==> src/rtl/cipher_ctrl.sv <==
// cipher_ctrl: load/rotate/multiply/store sequencer with a completed-operation counter.
// Define CIPHER_CTRL_READBACK_EN to add the CHECK readback state and the sticky err flag.
module cipher_ctrl #(
    parameter int WR_CYC = 1,
    parameter int CNT_W  = 8
) (
    input  logic             clk,
    input  logic             rst,
    input  logic             start,
    input  logic [3:0]       num,
    input  logic [1:0]       rot_amt,
    input  logic [7:0]       prod_in,
    input  logic [7:0]       rd_data,
    output logic             reg_en,
    output logic             rot_en,
    output logic             mem_we,
    output logic [3:0]       mem_addr,
    output logic             busy,
    output logic             done,
    output logic             ovr,
    output logic             err,
    output logic [CNT_W-1:0] op_cnt
);
    typedef enum logic [2:0] {
        IDLE, LOAD, ROTATE, MUL, WRITE, DONE
`ifdef CIPHER_CTRL_READBACK_EN
        , CHECK
`endif
    } state_t;

`ifdef CIPHER_CTRL_READBACK_EN
    localparam state_t POST_WR = CHECK;
`else
    localparam state_t POST_WR = DONE;
`endif

    state_t state, state_nxt;
    logic [3:0] num_q;
    logic [2:0] cnt;

    always_ff @(posedge clk)
        if (rst) state <= IDLE;
        else state <= state_nxt;

    // cnt holds the remaining rotate steps, then the remaining write cycles
    always_comb begin
        state_nxt = state;
        unique case (state)
            IDLE:    state_nxt = start ? LOAD : IDLE;
            LOAD:    state_nxt = cnt == 3'd0 ? MUL : ROTATE;
            ROTATE:  state_nxt = cnt == 3'd1 ? MUL : ROTATE;
            MUL:     state_nxt = WRITE;
            WRITE:   state_nxt = cnt == 3'd1 ? POST_WR : WRITE;
`ifdef CIPHER_CTRL_READBACK_EN
            CHECK:   state_nxt = DONE;
`endif
            DONE:    state_nxt = IDLE;
            default: state_nxt = IDLE;
        endcase
    end

    always_comb begin
        reg_en   = state == LOAD;
        rot_en   = state == ROTATE;
        mem_we   = state == WRITE;
        busy     = state != IDLE;
        done     = state == DONE;
        mem_addr = num_q;
    end

    always_ff @(posedge clk) begin
        if (rst) begin
            num_q  <= '0;
            cnt    <= '0;
            ovr    <= 1'b0;
            op_cnt <= '0;
        end else begin
            if (state == IDLE && start) begin
                num_q <= num;
                cnt   <= {1'b0, rot_amt};
            end
            if (state == ROTATE || state == WRITE) cnt <= cnt - 3'd1;
            if (state == MUL) cnt <= 3'(WR_CYC);
            if (start) ovr <= state != IDLE;
            if (state == DONE) op_cnt <= op_cnt + 1'b1;
        end
    end

`ifdef CIPHER_CTRL_READBACK_EN
    always_ff @(posedge clk)
        if (rst) err <= 1'b0;
        else if (state == CHECK && rd_data != prod_in) err <= 1'b1;
`else
    logic unused_rd;
    assign unused_rd = ^{rd_data, prod_in};
    assign err = 1'b0;
`endif

endmodule

==> config.mk <==
export PLATFORM = sky130hd
export DESIGN_NAME = cipher_ctrl
export DESIGN_NICKNAME = d
export VERILOG_FILES = /design/src/rtl/cipher_ctrl.sv
export SDC_FILE = /design/constraint.sdc
export NUM_CORES = 1
export LEC_CHECK = 0
export CORE_MARGIN = 4
export CORE_UTILIZATION = 44
export DETAILED_ROUTE_END_ITERATION = 10
export GPL_TIMING_DRIVEN = 0
export MAX_ROUTING_LAYER = met4
export PLACE_DENSITY = 0.94
export SYNTH_ARGS = -nofsm -noshare
export SYNTH_HDL_FRONTEND = slang
export SYNTH_SLANG_ARGS = --single-unit
==> constraint.sdc <==
create_clock -name clk -period 3.05 [get_ports clk]
set_input_delay 0.7625 -clock clk [delete_from_list [all_inputs] [get_ports clk]]
set_output_delay 0.7625 -clock clk [all_outputs]
set_load 0.005 [all_outputs]
==> results <==
## flip-flops by register name, indices dropped and copies added, names as in the netlist
name      flops
mem_addr      4
state         3
cnt           3
ovr           1
op_cnt        8
## per-stage QoR
stage	hold slack, ns	utilization	setup slack (ns)	total power, mW	instance area [sq um]
floorplan	0.4527	-	1.320	0.6049	994.7
global placement	0.4415	0.6201	0.7571	0.7289	1279
detailed placement	0.4475	0.6201	0.7424	0.7509	1279
CTS	0.4619	0.6329	0.3779	0.8824	1305
global route	0.5045	0.6329	0.2646	0.9478	1305
finish	0.4631	0.6329	0.3847	0.8752	1305
## Yosys cell counts
| master | number |
|---|---|
| a21oi_1 | 10 |
| buf_6 | 2 |
| nor3b_1 | 3 |
| o21ai_0 | 3 |
| nand2_1 | 14 |
| ha_1 | 4 |
| buf_4 | 1 |
| or2_2 | 1 |
| nor2_1 | 7 |
| nor4b_2 | 1 |
| nand3b_2 | 1 |
| or3b_2 | 1 |
| conb_1 | 1 |
| nand2b_1 | 2 |
| nor4_1 | 1 |
| nand4b_1 | 1 |
| a211oi_1 | 2 |
| nand3_1 | 2 |
| or4b_4 | 1 |
| o311a_1 | 1 |
| nor2b_1 | 2 |
| xor2_1 | 1 |
| o211ai_1 | 1 |
| nor3_1 | 2 |
| nand4_1 | 1 |
| clkbuf_1 | 4 |
| mux2_2 | 1 |
| o31ai_1 | 2 |
| a31oi_1 | 2 |
| or4_1 | 2 |
| nand3b_1 | 1 |
| dfxtp_1 | 19 |
| xnor2_1 | 3 |
| and3b_1 | 1 |
| buf_2 | 2 |
| inv_1 | 6 |
| or3_1 | 5 |
| mux2i_1 | 1 |
| nor4b_1 | 1 |
| a21o_1 | 1 |
## kinds of logic (layout without fill, tap and decap cells)
group                      count (synthesis)  after routing  share of synthesized area
AOI/OAI and AO/OA                         22             22                     0.1333
muxes                                      2              2                    0.02138
buffers and inverters                     15             44                    0.07798
DFF                                       19             19                     0.3824
and+or+nand+nor                           50             50                     0.2956
xor gates and xnor gates                   4              4                    0.03523
adders and majority gates                  4              4                    0.05032
other                                      1              1                   0.003770
## critical path, cell delays in order, from the launching register on
cell	delay (ns)
dfxtp_1	0.33
buf_2	0.18
buf_2	0.23
nor3b_1	0.30
clkdlybuf4s50_1	0.56
## layer usage
layer  vias to the layer above  track usage
li1                        468            -
met5                         -            -
met1                       417       0.1610
met3                         6      0.03963
met2                        26       0.2872
met4                         0      0.05208
## layout make-up
class,count,area [sq um]
fill,166,757.0
multi-input combinational,83,536.8
sequential,19,380.4
timing repair buffer,25,250.2
buffer,9,55.05
tap,27,33.78
clock buffer,4,26.28
inverter,6,22.52
## power by group through the flow
stage	Clock [mW]	Combinational (mW)	Sequential [mW]
2_1_floorplan	0	0.274	0.331
3_3_place_gp	0	0.395	0.334
3_5_place_dp	0	0.413	0.338
4_1_cts	0.128	0.421	0.333
5_1_grt	0.141	0.468	0.339
6_report	0.126	0.416	0.333
## worst paths after layout
path,start,to,slack (ns),depth (start not counted)
worst max register to register,state[0],op_cnt[7],1.49,4
worst min register to register,mem_addr[3],mem_addr[3],0.46,2
worst max-delay path,state[0],reg_en,0.38,4
worst min-delay path,mem_addr[3],mem_addr[3],0.46,2
==> run metrics <==
status=complete, no violations; critical path class=flip-flop to output pin; vias in the first global route=roughly 900; Initial Util=0.4824; row count=16; CP arrival=about 1.9 ns; antenna-violating nets left=0; endpoints failing hold=0; full die area=3085 sq um; commonest non-fill, non-tap cell in the layout=clkdlybuf4s50_1; setup bufs post-CTS=0; top sig layer=met4; most frequent cells in the layout=25 x clkdlybuf4s50_1, 19 x dfxtp_1, 14 x nand2_1; Critical Path Start Type=flip-flop; Num CTS Buffers=3; NetSw=309.7 uW; NumNets Final=between 150 and 200; RSZ-0062 raised after global routing=false; GP Congestion=roughly 0.8; Worst setup EP type=output pin; Post-Synthesis Cell Area=994.7 sq um; post-cts sizing count=0; post-route insts no fill=roughly 170; Max Root-Sink Buffers=2; switch share=0.3538; # diodes=0; Slew @ Worst Pin=between 0.5 and 0.6 ns; Slew Limit Fails=0; Clock Power Share=0.144; Period minus WS final=2.665 ns; worst-skew pair later-pin latency=0.29 ns; sequential share of power=0.381; final worst path period share=0.8739; synth top area cells=dfxtp_1 38%, nand2_1 5.3%, a21oi_1 5.0%; vias per cell=5.301; area share of the largest cell type after synthesis=0.3824; Mapped Nets=146; CTS sink count=19; Worst Path Required=approximately 2.3 ns; DR pass1 iterations=4; slew margin rel.=0.6087; Mapped Avg Cell Area=~8.5 sq um; total gr overflow=0; Worst-path clk slew=0.10 ns; H-tree depth=1; met3 wire len=between 90 and 100 microns; antenna violations before repair=0; GRT Overall Usage=0.1567; CTS Hold Bufs=0; post-synth top area cell=dfxtp_1; via count=917; maximum clock frequency=0.3752 GHz; power per cell area=around 670 nW/um^2; core area=2062 sq um; Port Buffers=25; Post-DP HPWL=~1.7 mm; Post-Route Setup TNS=0 ns; WL final=between 2 and 2.5 mm; Logic pwr share=0.475; DRC Markers=0; Leak=0.4924 nW; WL met1=902 microns; Setup-failing EPs final=0; P_int=about 570 uW; Tightest Hold Check Type=flip-flop to flip-flop; Yosys warning total=0; layout cell share with drive strength beyond 1=0.09589; Yosys cell types=40; CTS tree=done; DR WL met2=1.203 mm; VDD IR max=0.0003526 V; die width=approximately 56 microns; die height=55.55 microns; cell count after synthesis=about 120; first-pass GRT wire length=3.877 mm; # IOs=44; setup skew after layout=roughly 0.0018 ns; mean routed wirelength per cell=12.98 microns; Crit Path Max Fanout=10; largest net degree at the start of global routing=11; Seq cells post-synth=19; Area growth syn-to-layout=31.19%; Root Driver=clkbuf_4; max-cap viol count=0; DP Cell Count=169; Initial DRC Count=12; sequential share of the synthesized area=0.3824
Power figures use the tool's default switching activity.
